**src/rtl/bit_serializer_if.sv**
```systemverilog
// Handshake bundle for the parallel-in / serial-out transmitter: word side and bit side.
interface bit_serializer_if #(
   parameter int WIDTH = 16
);
   logic             in_valid;
   logic             in_ready;
   logic [WIDTH-1:0] in_data;
   logic             in_rev;
   logic             ser_valid;
   logic             ser_ready;
   logic             ser_out;
   logic             ser_last;
   logic             busy;

   modport master (
      output in_valid, in_data, in_rev, ser_ready,
      input  in_ready, ser_valid, ser_out, ser_last, busy
   );

   modport slave (
      input  in_valid, in_data, in_rev, ser_ready,
      output in_ready, ser_valid, ser_out, ser_last, busy
   );
endinterface

```
**src/rtl/bit_serializer.sv**
```systemverilog
// Serial-link transmitter: loads a WIDTH-bit word and shifts it out one bit per cycle
// from the top of the shift register, MSB-first or bit-reversed (LSB-first).
module bit_serializer #(
   parameter int WIDTH = 16,
   parameter int CNT_W = 4
) (
   input  logic             clk,
   input  logic             rst_n,
   bit_serializer_if.slave  bus
);
   localparam logic [0:0] S_IDLE  = 1'b0;
   localparam logic [0:0] S_SHIFT = 1'b1;
   localparam logic [CNT_W-1:0] LAST_CNT = CNT_W'(WIDTH - 1);

   logic [0:0]       r_state;
   logic [WIDTH-1:0] r_shreg;
   logic [CNT_W-1:0] r_cnt;

   logic w_shift;
   logic w_last;
   logic w_in_ready;
   logic w_accept;
   logic w_bit_take;

   function automatic logic [WIDTH-1:0] f_reverse(input logic [WIDTH-1:0] d);
      logic [WIDTH-1:0] r;
      for (int i = 0; i < WIDTH; i++) begin
         r[i] = d[WIDTH-1-i];
      end
      return r;
   endfunction

   assign w_shift    = (r_state == S_SHIFT);
   assign w_last     = w_shift && (r_cnt == LAST_CNT);
   assign w_bit_take = w_shift && bus.ser_ready;
   // A new word may enter on the final-bit handshake, so there is no bubble between words.
   assign w_in_ready = rst_n && (!w_shift || (w_last && bus.ser_ready));
   assign w_accept   = bus.in_valid && w_in_ready;

   // Outputs are gated by rst_n so a reset aborts the word in the same cycle.
   assign bus.in_ready  = w_in_ready;
   assign bus.ser_valid = rst_n && w_shift;
   assign bus.ser_out   = rst_n && w_shift && r_shreg[WIDTH-1];
   assign bus.ser_last  = rst_n && w_last;
   assign bus.busy      = rst_n && w_shift;

   always_ff @(posedge clk) begin
      if (!rst_n) begin
         r_state <= S_IDLE;
         r_shreg <= '0;
         r_cnt   <= '0;
      end else if (w_accept) begin
         r_state <= S_SHIFT;
         r_shreg <= bus.in_rev ? f_reverse(bus.in_data) : bus.in_data;
         r_cnt   <= '0;
      end else if (w_bit_take) begin
         if (w_last) begin
            r_state <= S_IDLE;
            r_shreg <= '0;
            r_cnt   <= '0;
         end else begin
            r_shreg <= {r_shreg[WIDTH-2:0], 1'b0};
            r_cnt   <= r_cnt + CNT_W'(1);
         end
      end
   end
endmodule

```
**src/flat_wrapper.sv**
```systemverilog
// flat-port wrapper written by rule: the top's interface ports become plain ports
module bit_serializer_flat 
#(
   parameter int WIDTH = 16,
   parameter int CNT_W = 4
)
  (clk, rst_n, bus_in_valid, bus_in_data, bus_in_rev, bus_ser_ready, bus_in_ready, bus_ser_valid, bus_ser_out, bus_ser_last, bus_busy);
  bit_serializer_if #(.WIDTH(WIDTH)) bus_i ();
  input  logic clk;
  input  logic rst_n;
  input wire logic [$bits(bus_i.in_valid)-1:0] bus_in_valid;
  input wire logic [$bits(bus_i.in_data)-1:0] bus_in_data;
  input wire logic [$bits(bus_i.in_rev)-1:0] bus_in_rev;
  input wire logic [$bits(bus_i.ser_ready)-1:0] bus_ser_ready;
  output wire logic [$bits(bus_i.in_ready)-1:0] bus_in_ready;
  output wire logic [$bits(bus_i.ser_valid)-1:0] bus_ser_valid;
  output wire logic [$bits(bus_i.ser_out)-1:0] bus_ser_out;
  output wire logic [$bits(bus_i.ser_last)-1:0] bus_ser_last;
  output wire logic [$bits(bus_i.busy)-1:0] bus_busy;
  assign bus_i.in_valid = bus_in_valid;
  assign bus_i.in_data = bus_in_data;
  assign bus_i.in_rev = bus_in_rev;
  assign bus_i.ser_ready = bus_ser_ready;
  assign bus_in_ready = bus_i.in_ready;
  assign bus_ser_valid = bus_i.ser_valid;
  assign bus_ser_out = bus_i.ser_out;
  assign bus_ser_last = bus_i.ser_last;
  assign bus_busy = bus_i.busy;
  bit_serializer #(.WIDTH(WIDTH), .CNT_W(CNT_W)) u_core (.clk(clk), .rst_n(rst_n), .bus(bus_i));
endmodule
```
**config.mk**
```make
export PLATFORM = sky130hd
export DESIGN_NAME = bit_serializer_flat
export DESIGN_NICKNAME = d
export VERILOG_FILES = /design/src/rtl/bit_serializer_if.sv /design/src/rtl/bit_serializer.sv /design/src/flat_wrapper.sv
export SDC_FILE = /design/constraint.sdc
export NUM_CORES = 1
export LEC_CHECK = 0
export ABC_AREA = 1
export CORE_MARGIN = 3
export CORE_UTILIZATION = 55
export CTS_CLUSTER_DIAMETER = 80
export DETAILED_ROUTE_END_ITERATION = 10
export PLACE_DENSITY = 0.93
export REMOVE_ABC_BUFFERS = 1
export SETUP_SLACK_MARGIN = 0.05
export SLEW_MARGIN = 20
export SYNTH_ARGS = -nofsm -noshare
export SYNTH_HDL_FRONTEND = slang
export SYNTH_SLANG_ARGS = --single-unit
```
**constraint.sdc**
```tcl
create_clock -name clk -period 3.7 [get_ports clk]
set_input_delay 0.555 -clock clk [delete_from_list [all_inputs] [get_ports clk]]
set_output_delay 0.555 -clock clk [all_outputs]
set_load 0.02 [all_outputs]
```
Yosys cells after proc, flatten, opt, wreduce, memory -nomap -nowiden
Cells that the tools add are included.

$add $sub $neg: 1. Equal/unequal tests: 1. Mux-type cells: 8. Bitwise logic cells: 1. Reduce and logical (&&, ||, !) cells: 14.

Operators by type and width (number): 16-bit two-way mux (4); 1-bit logical AND (8); 4-bit by 1-bit adder with 4-bit output, second input constant (1); 4-bit == test, second input constant (1); 4-bit two-way mux (1); 2-bit nonzero test (2); 1-bit two-way mux (3); 2-bit AND reduction (1); 2-bit OR reduction (1); 1-bit zero test (1); 1-bit logical OR (1); 1-bit NOT (1).

Flip-flop bits (word level): 21. Input bits: 21. Output and inout port bits: 5. Logic and storage cells: 28.

Depth between registers and ports, before layout
Gate-level depths: netlist of run 1.

Depth after elaboration: 8. Mapped depth: 9. Depth with buffers taken out: 8.

Worst setup path after synthesis of run 1
Ideal clock, no wire load.

Path kind: input port to output port. Start: input rst_n. End: output bus_ser_last. Data arrival time: 1494 ps. Setup slack: 1651 ps. Stages on the path: 3. Path buffers: 1. Cells stage by stage: buf_2 > clkinv_1 > nor3_1.

Word-level cells in the longest chain between the ends: 1.

RTL lines: start: declaration (line flat_wrapper.sv:10) `input logic rst_n;`; 1-bit logical AND (line bit_serializer.sv:44) `assign bus.ser_last = rst_n && w_last;`; end: declaration (line flat_wrapper.sv:18) `output wire logic [$bits(bus_i.ser_last)-1:0] bus_ser_last;`.

Every way passes these cells.

Final worst setup path of run 1
Start: input bus_ser_ready. End: output bus_in_ready.

Word-level cells in the longest chain between the ends: 3.

RTL lines: start: declaration (line flat_wrapper.sv:14) `input wire logic [$bits(bus_i.ser_ready)-1:0] bus_ser_ready;`; 1-bit logical AND (line bit_serializer.sv:37) `assign w_in_ready = rst_n && (!w_shift || (w_last && bus.ser_ready));`; 1-bit logical OR (line bit_serializer.sv:37); 1-bit logical AND (line bit_serializer.sv:37); end: declaration (line flat_wrapper.sv:15) `output wire logic [$bits(bus_i.in_ready)-1:0] bus_in_ready;`.

Every way passes these cells.

==> metrics, run 1 <==
largest family of logic cells by synthesized area simple AND/OR/NAND/NOR gates; internal power around 0.00033 W; CTS root buffer clkbuf_4; GRT Total Usage 0.2037; Tightest Pin Transition 887.8 ps; main area contributors after synthesis dfxtp_1 (32%), nand2_1 (20%), nand4_1 (8.1%); die area 0.003021 mm^2; synthesized-area fraction occupied by xor and xnor cells 0.006641; detailed router's first-iteration violation count 29; hold bufs inserted after CTS 0; Synth cell types 23; VDD IR max 199.6 uV; CTS sink cnt 21; Crit-path slowest cell clkdlybuf4s50_1; compound-cell area share of the yosys netlist 0.1641; area share of the largest cell type after synthesis 0.3188; first-pass GRT wire length 4547 um; I/O pin total 26; Core Region 0.002233 mm^2; Final Hold Viols 0; Startpoint Class input port; critical-path cell list clkdlybuf4s50_1 > nand3_2 > o21bai_4 > inv_1 > nor2_1 > clkdlybuf4s50_1; Reg-to-Reg Start u_core.r_cnt[0]; Synth area leader dfxtp_1; num rows 17; TritonCTS clock tree built; CTS resizes 0; WP data required 3140 ps; ys flop type dfxtp_1; EDFF count, synth 0; die height 54.97 um; critical path type in2out; antenna-violating nets left 0; Final nets 244; Leak between 0.6 and 0.7 nW; total grt overflow 0; Crit path largest cell delay 630 ps; top post-synthesis cells by count nand2_1 (69), dfxtp_1 (21), a21oi_1 (19), nand3_1 (17), nand4_1 (17); hold path start u_core.r_shreg[4]; Avg WL per Cell 10.88 um; Setup TNS 0 ps; outcome finished, final reports clean; mux share of post-synthesis cell area 0; clk_skew around 2.3 ps; Final min period 2710 ps; design area 0.001573 mm^2; fin crit share 0.7323; Crit path top cell by count clkdlybuf4s50_1; Final Max Tran Viols 0; Residual DRC 0; adder-cell share of the synthesized area 0.009488; RSZ-0062 raised after global routing no; Comb pwr share 0.233; H-tree levels 1; setup bufs post-CTS 0; count leader, synth nand2_1; Clock power frac 0.239; Pre-antenna DRT Iters 4; placed wire-length estimate about 1900 um; post-DR vias/cell 5.353; antenna violations before repair 0; layout cells sized above 1 0.04977; fmax 369.1 MHz; routed wire length approximately 2700 um; Layout area overhead 19.26%; clk_lat worst skew 310 ps; Post-synth ARST share 0; port bufs 25; Syn. warnings 0; sequential power share 0.529; Worst EP arrival 2150 ps; Simple-Gate Fraction of Synth Area 0.3975; switching share of power 0.2914; Clock transition at path regs approximately 110 ps; P per Cell Area around 300 mW/mm^2; Rel. slew slack 0.4063; crit path capture type output pin; pin count of the biggest net entering global routing 34; total of max-cap violations 0; crit path launch bus_ser_ready; vias in the first global route 1115; cts bufs inserted 3; crit path max fanout 3; total vias in the final route 1333; post-synthesis sequential area ratio 0.3188; Max clock buf depth 2; Initial Util 0.5905; # setup viols final 0; Area after DPL 0.001546 mm^2; sw power 0.0001368 W; Cells after Synth 204; Post-Synthesis Cell Area 0.001319 mm^2; Die Wd around 55 um; gpl congestion 0.7775; mean post-synth cell area roughly 6.5 um^2; hold crit path type reg2reg; # diodes 0; #FFs+latches synth 21
-- area by class of cell --
class	instances	area [um^2]
Inverter	15	56.30
Multi-Input combinational cell	153	762.0
Clock buffer	4	26.28
Timing Repair Buffer	28	272.8
Fill cell	206	660.6
Sequential cell	21	420.4
Tap cell	28	35.03
-- per-layer routing --
metal | GRT usage | wire length [um] | vias to the layer above
met2 | 0.3504 | 1338 | 24
li1 | - | - | 720
met3 | 0.02413 | 91 | 5
met1 | 0.2607 | 1232 | 584
met4 | 0.07287 | 46 | 0
met5 | 0 | 0 | -
-- sequential cells by signal (all words and copies together) (netlist names) --
signal          count
u_core.r_state      1
u_core.r_cnt        4
u_core.r_shreg     16
-- cell usage in the layout (no fill, tap or decap), drive strengths merged --
cell           synthesis  layout
a21oi                 19      19
buf                    8       3
clkbuf                 7       4
clkdlybuf4s50          0      25
clkinv                 1       1
dfxtp                 21      21
ha                     1       1
inv                   14      14
nand2                 70      70
nand3                 19      19
nand4                 17      17
nor2                   6       6
nor3                   2       2
o21a                   7       7
o21ai                 10      10
o21bai                 1       1
xor2                   1       1
-- per-stage QoR --
stage / util / worst slack (ps) / total power [W] / hold slack, ps / std cells
finish: 0.7042 / 990.5 / 0.0004694 / 494.4 / 249
global route: 0.7042 / 886.1 / 0.0004957 / 517.1 / 249
CTS: 0.7042 / 970.1 / 0.0004741 / 494.1 / 249
detailed placement: 0.6924 / 980.0 / 0.0003620 / 477.1 / 245
global placement: 0.6924 / 984.1 / 0.0003593 / 472.6 / 245
floorplan: - / 1725 / 0.0003113 / 458.0 / 189
-- power by group through the flow --
stage / registers (W) / clock network (W) / logic [W]
6_report: 0.000248 / 0.000112 / 0.000109
5_1_grt: 0.000250 / 0.000122 / 0.000124
4_1_cts: 0.000248 / 0.000117 / 0.000109
3_5_place_dp: 0.000253 / 0 / 0.000109
3_3_place_gp: 0.000253 / 0 / 0.000107
2_1_floorplan: 0.000251 / 0 / 0.0000599
-- cell families (layout without fill, tap and decap cells) --
kind of cell,after synthesis,in the layout
buf+inv,30,47
simple gates,114,114
xor+xnor,1,1
fa+ha+maj,1,1
compound gates,37,37
flops,21,21
-- worst paths after layout --
check	end	slack, ps	cells past startpoint
worst max-delay path	bus_in_ready	990	6
worst min-delay path	u_core.r_shreg[4]	490	2
worst max register to register	u_core.r_cnt[3]	1860	7
worst min register to register	u_core.r_shreg[4]	490	2
-- worst max-delay path, delay by kind of cell --
family          cells  cell delay [ps]
buf+inv             3             1210
compound gates      1              140
simple gates        2              260
No activity file was read; power rests on OpenSTA's default activity.
==> run 2, diff against run 1 <==
Settings changed: CORE_UTILIZATION 55 to 46, PLACE_DENSITY 0.93 to 0.84.
Clock period 3.7 ns to 2.3 ns, I/O delays scaled along.
==> metrics, run 2 (synthesized netlist as in run 1, its figures left out) <==
total grt overflow 0 (unchanged); clk_skew 4.041 ps (was 2.308 ps); clk_lat worst skew 310 ps (about the same); routed wire length 2768 um (was 2709 um); Tightest Pin Transition 368.0 ps (was 887.8 ps); num rows 18 (was 17); layout cells sized above 1 0.07080 (was 0.04977); CTS sink cnt 21 (unchanged); # diodes 0 (unchanged); Startpoint Class input port (unchanged); hold path depth 2 (unchanged); # setup viols final 0 (unchanged); Core Region 0.002590 mm^2 (was 0.002233 mm^2); placed insts 252 (was 245); Final nets 249 (was 244); gpl congestion 0.7819 (was 0.7775); first-pass GRT wire length 4830 um (was 4547 um); placed wire-length estimate 1918 um (was 1901 um); antenna-violating nets left 0 (unchanged); total power 0.0007621 W (was 0.0004694 W); die area 0.003546 mm^2 (was 0.003021 mm^2); Leak 0.6971 nW (was 0.6528 nW); H-tree levels 1 (unchanged); WHS 489.6 ps (was 494.4 ps); detailed router's first-iteration violation count 39 (was 29); Clock transition at path regs 110 ps (about the same); Biggest register u_core.r_shreg (unchanged); Worst EP arrival 1730 ps (was 2150 ps); Max clock buf depth 2 (unchanged); internal power 0.0005393 W (was 0.0003326 W); I/O pin total 26 (unchanged); commonest non-fill, non-tap cell in the layout nand2_1 (unchanged); Final Hold Viols 0 (unchanged); Hold Path Sink u_core.r_shreg[7] (was u_core.r_shreg[4]); sequential power share 0.524 (was 0.529); Final min period approximately 2100 ps; antenna violations before repair 0 (unchanged); Avg WL per Cell 10.81 um (was 10.88 um); sw power 0.0002228 W (was 0.0001368 W); r2r setup slk 430 ps (was 1860 ps); Non-Filler Instances 256 (was 249); CTS root buffer clkbuf_4 (unchanged); Top Registers u_core.r_shreg: 16 flops, u_core.r_cnt: 4 flops, u_core.r_state: 1 flops (unchanged); utilization after layout 0.6232 (was 0.7042); WP data required 1960 ps (was 3140 ps); R2R depth 7 (unchanged); die height 59.55 um (was 54.97 um); Setup TNS 0 ps (unchanged); crit path capture type output pin (unchanged); critical path type in2out (unchanged); hold path start u_core.r_shreg[7] (was u_core.r_shreg[4]); Reg-to-Reg Start u_core.r_cnt[0] (unchanged); setup bufs post-CTS 0 (unchanged); Final Max Tran Viols 0 (unchanged); port bufs 25 (unchanged); fin crit share 0.9014; VDD IR max 410.7 uV (was 199.6 uV); crit path max fanout 2 (was 3); RSZ-0062 raised after global routing no (unchanged); critical-path cell list clkdlybuf4s50_1 > buf_4 > nand2_1 > nor2_1 > clkdlybuf4s50_1 (was clkdlybuf4s50_1 > nand3_2 > o21bai_4 > inv_1 > nor2_1 > clkdlybuf4s50_1); TritonCTS clock tree built (unchanged); GRT Total Usage 0.1726 (was 0.2037); switching share of power 0.2924 (was 0.2914); outcome finished, final reports clean (unchanged); Crit path largest cell delay 600 ps (was 630 ps); Comb pwr share 0.237 (was 0.233); pin count of the biggest net entering global routing 34 (unchanged); Clock power frac 0.239 (about the same); Pre-antenna DRT Iters 4 (unchanged); fmax just under 500 MHz; P per Cell Area 472.2 mW/mm^2 (was 298.5 mW/mm^2); Residual DRC 0 (unchanged); Initial Util 0.5092 (was 0.5905); Die Wd 59.55 um (was 54.97 um); Rel. slew slack 0.7541 (was 0.4063); post-DR vias/cell 5.195 (was 5.353); total of max-cap violations 0 (unchanged); Crit path top cell by count clkdlybuf4s50_1 (unchanged); Largest register FFs 16 (unchanged); hold crit path type reg2reg (unchanged); Crit-path slowest cell clkdlybuf4s50_1 (unchanged); cts bufs inserted 3 (unchanged); Layout area overhead 22.39% (was 19.26%); worst r2r dst u_core.r_cnt[3] (unchanged); vias in the first global route 1157 (was 1115); most frequent cells in the layout nand2_1 (69), clkdlybuf4s50_1 (23), dfxtp_1 (21), a21oi_1 (19) (was nand2_1 (69), clkdlybuf4s50_1 (25), dfxtp_1 (21), a21oi_1 (19)); total vias in the final route 1330 (was 1333)
run 2: timing repair:
item,in CTS,in global routing
cloned,0,0
hold buffers,0,0
endpoints found under the hold margin,0,0
gates resized for setup,1,1
endpoints found under the setup margin,1,1
run 2: worst max-delay path: cells and delay by family:
| kind | cells | cell delay (ps) |
|---|---|---|
| buffers and inverters | 3 | 1220 |
| and+or+nand+nor | 2 | 160 |
run 2: final cells by class:
cell class	count	area, um^2
well taps	30	37.54
multi-input cells	153	762.0
inverters	15	56.30
repair buffers	33	311.5
flip-flops and latches	21	420.4
clock buffers	4	26.28
fillers	244	975.9
run 2: through the flow:
stage | setup WS (ps) | area, um^2
6_report | 226.7 | 1614
5_1_grt | 142.5 | 1614
4_1_cts | 89.50 | 1612
3_5_place_dp | 64.43 | 1587
3_3_place_gp | 67.10 | 1587
2_1_floorplan | 594.6 | 1239
run 2: power by group through the flow:
stage | clock, W | combinational, W | sequential [W]
CTS | 0.000187 | 0.000182 | 0.000399
global route | 0.000200 | 0.000205 | 0.000402
detailed placement | 0 | 0.000182 | 0.000407
floorplan | 0 | 0.0000964 | 0.000404
finish | 0.000182 | 0.000181 | 0.000399
global placement | 0 | 0.000180 | 0.000407
run 2: layer usage:
metal	global-route usage	routed length, um
met1	0.2180	1379
met2	0.2980	1241
met3	0.03922	123
met4	0.03797	23
met5	0	0
run 2: worst max-delay path by stage:
stage	start	to	slack, ps	depth (start not counted)
global route	u_core.r_cnt[0]	bus_in_ready	140	6
finish	rst_n	bus_ser_out	230	5
detailed placement	bus_ser_ready	bus_in_ready	60	6
CTS	rst_n	bus_ser_last	90	4
global placement	bus_ser_ready	bus_in_ready	70	6
floorplan	u_core.r_cnt[0]	bus_in_ready	590	5
==> variant 1 (config.mk and constraints of run 1) <==
`WIDTH` is set to 16 in 3 places; all go to 32.
--- a/src/rtl/bit_serializer_if.sv
+++ b/src/rtl/bit_serializer_if.sv
@@ -1,5 +1,5 @@
 // Handshake bundle for the parallel-in / serial-out transmitter: word side and bit side.
 interface bit_serializer_if #(
-   parameter int WIDTH = 16
+   parameter int WIDTH = 32
 );
    logic             in_valid;
--- a/src/rtl/bit_serializer.sv
+++ b/src/rtl/bit_serializer.sv
@@ -2,5 +2,5 @@
 // from the top of the shift register, MSB-first or bit-reversed (LSB-first).
 module bit_serializer #(
-   parameter int WIDTH = 16,
+   parameter int WIDTH = 32,
    parameter int CNT_W = 4
 ) (
--- a/src/flat_wrapper.sv
+++ b/src/flat_wrapper.sv
@@ -2,5 +2,5 @@
 module bit_serializer_flat 
 #(
-   parameter int WIDTH = 16,
+   parameter int WIDTH = 32,
    parameter int CNT_W = 4
 )
Interface: changed (resized bus_in_data); port bits go from 26 to 42. The function was not compared with the original's and may differ.
==> variant 1 against run 1 <==
  * Routed wire length up 100%
  * Cell area rose by 78%
  * Total power increased by 110%
  * First-iteration DRC count rose to 8.9 times the old value
  * Critical path type unchanged
  * Sequential cell count increased by 16
  * Setup slack worse by 86 ps
  * Combinational power is 84% higher
  * Area after synthesis grew 77%
  * Largest cell class unchanged
==> variant 1: results (changes against run 1) <==
WP data arrival 2240 ps (+90 ps); Largest regs u_core.r_shreg x32, u_core.r_cnt x4, u_core.r_state x1; power density cells 359 nW/um^2 (+20%); Worst path max stage delay 610 ps (-20 ps); wl on met1 2360 um (+92%); Yosys cell types 22 (-4.3%); Detailed Place HPWL 3390 um (+78%); gpl congestion 0.768 (-1.2%); combinational power share 20.0% (-3.3 points); Place WS 926 ps (-53.7 ps); area grow syn2layout 20.0%; vias in the first global route 2184 (+96%); pin count of the biggest net entering global routing 65 (+91%); GR Util met1 24.4% (-1.7 points); clock buf count 7 (+3); switching share of total power 27.1% (-2.0 points); fraction of layout cells with a size suffix above 1 5.54% (+0.56 points); layout filler cell count 327 (+59%); WL per Instance 12.3 um (+13%); routed length on met3 347 um (+280%); clk_skew 6.07 ps (+3.76 ps); vias post-DR 2518 (+89%); Root Buffer clkbuf_8; Leakage 1.20 nW (+84%); tap cell count 50 (+79%); Area after DPL 2690 sq um (+74%); Synth area leaders dfxtp_1 32%, nand2_1 21%, nand4_1 8.8%; clock latency on the worst-skew pair 290 ps (-20 ps); clk slew on worst S/H paths 70 ps (-40 ps); Num CTS Buffers 5 (+2); clock network share of area 4.15% (+2.5 points); dpl cells 439 (+79%); number of flip-flops in the largest register 32 (+16); H-tree depth 2 (+1); outcome completed; wire length on met2 2730 um (+100%); global-route wire length before repair 8950 um (+97%); sequential share of power 43.7% (-9.2 points); Post-synth top cells 131 x nand2_1, 37 x dfxtp_1, 34 x a21oi_1; All-Layer GR Usage 21.3% (+0.89 points); Slew @ Worst Pin 895 ps (+7.57 ps); non-filler cells, final 447 (+80%); Buffers, non-clock 46 (+64%); met3 Use GR 3.13% (+0.71 points); Iteration-0 DRC Markers 258 (+790%); multi-input logic area 1350 sq um (+77%); sequential share of the synthesized area 31.7% (-0.19 points); crit-path max FO 35 (+32); GR Util met2 39.1% (+4.0 points)
-- variant 1: cell count changes in the layout (fill, tap and decap cells not counted), sizes merged, moves of 3 or more --
cell           delta
a21oi            +15
clkbuf            +3
inv              +11
clkdlybuf4s50    +15
nor2              +3
nand3            +15
o21ai             +9
buf               +3
nand2            +62
dfxtp            +16
nand4            +16
o21a              +8
-- variant 1: path summary, 6_finish.rpt --
path	from	end	slack, ps	depth (start not counted)
max	rst_n	bus_ser_valid	900	5
min	u_core.r_shreg[0]	u_core.r_shreg[0]	490	2
min reg2reg	u_core.r_shreg[0]	u_core.r_shreg[0]	490	2
max reg2reg	u_core.r_cnt[0]	u_core.r_shreg[25]	1340	9
-- variant 1: cell families after synthesis --
logic type,count (synthesis),share of synthesized area [%]
flops,37,31.7
fa+ha+maj,1,0.535
compound gates,69,17.0
simple gates,211,39.8
buf+inv,60,11.0
-- variant 1: critical path, delay by kind of cell --
kind	cells	cell delay, ps
AND/OR/NAND/NOR	1	130
buffers and inverters	4	1550
==> variant 2 (settings of run 1) <==
Without the edit above. Make the reset (`rst_n`) asynchronous in one clocked block.
--- a/src/rtl/bit_serializer.sv
+++ b/src/rtl/bit_serializer.sv
@@ -45,5 +45,5 @@
    assign bus.busy      = rst_n && w_shift;
 
-   always_ff @(posedge clk) begin
+   always_ff @(posedge clk or negedge rst_n) begin
       if (!rst_n) begin
          r_state <= S_IDLE;
Behaviour: no difference found for any inputs over 10 cycles, from zero or initial values and one cycle with rst_n low; that may be too few to reach the edited logic, so the function may still have changed.
==> variant 2 against run 1 <==
  * Highest routed layer unchanged
  * Area after synthesis up 11%
  * Cell area grew 8.4%
  * Synthesized cell count down 13%
  * Core utilization is 2.2 points lower
  * Setup slack lost 160 ps
  * Critical endpoint is now bus_ser_valid
  * Worst hold slack better by 40 ps
  * Routed wire length grew 14%
  * Sequential cell count is the same
  * Register-to-register slack got worse by 50 ps
  * Die area rose by 9.7%
Power is not compared: it rests on default switching activity, and its combinational part moved more than twofold at a synthesized area within 25%.
==> variant 2: results (changes against run 1) <==
outcome completed; Post-synth top cells 41 x nand2_1, 32 x nand3_2, 21 x dfrtp_1, 21 x inv_1, 17 x o21ai_0; dpl cells 220 (-10%); worst reg2reg path depth 6 (-1); setup slack after layout 826 ps (-165 ps); ys async rst share 100% (+100 points); wire length on met2 1610 um (+20%); Synth area leaders dfrtp_1 36%, nand3_2 22%, nand2_1 11%; CP endpoint bus_ser_valid; Crit Reg-Reg Endpoint u_core.r_shreg[9]; GR Util met1 26.5% (+0.39 points); Area after DPL 1680 sq um (+8.6%); Main synth FF type dfrtp_1; sequential share of the synthesized area 35.9% (+4.0 points); routed length on met3 136 um (+49%); Iteration-0 DRC Markers 55 (+90%); fraction of layout cells with a size suffix above 1 21.1% (+16 points); Worst Hold Launch u_core.r_shreg[3]; internal reg-to-reg setup slack 1810 ps (-50 ps); Crit. Startpoint rst_n; vias per cell 5.69 (+6.3%); hold endpoint u_core.r_shreg[4]; WHS 534 ps (+39.7 ps); GR Util met2 32.3% (-2.8 points); gpl congestion 0.822 (+5.8%); worst r2r src u_core.r_cnt[0]; wirelength, routed 3100 um (+14%)
[variant 2: cell count changes after synthesis, sizes merged, moves of 4 or more]
| cell | change |
|---|---|
| dfxtp | -21 |
| a21oi | -19 |
| o21a | -7 |
| clkbuf | -4 |
| inv | +7 |
| o21ai | +9 |
| nand2 | -29 |
| dfrtp | +21 |
| nand3 | +16 |
[variant 2: power by group through the flow]
stage	registers, mW	clock network (mW)	logic (mW)
CTS	0.394	0.116	0.418
detailed placement	0.399	0	0.416
floorplan	0.380	0	0.296
finish	0.394	0.115	0.413
global placement	0.391	0	0.397
global route	0.405	0.125	0.463
[variant 2: kinds of logic after synthesis]
logic type	share of synthesized area, %
buf+inv	11.3
fa+ha+maj	0.855
simple gates	42.7
flops	35.9
compound gates	8.04
xor+xnor	1.20
[variant 2: cell type report]
type,count,area (sq um)
clock buffer,4,26.3
multi-input combinational,121,772
timing repair buffer,27,265
tap,30,37.5
sequential,21,526
fill,204,795
inverter,21,78.8
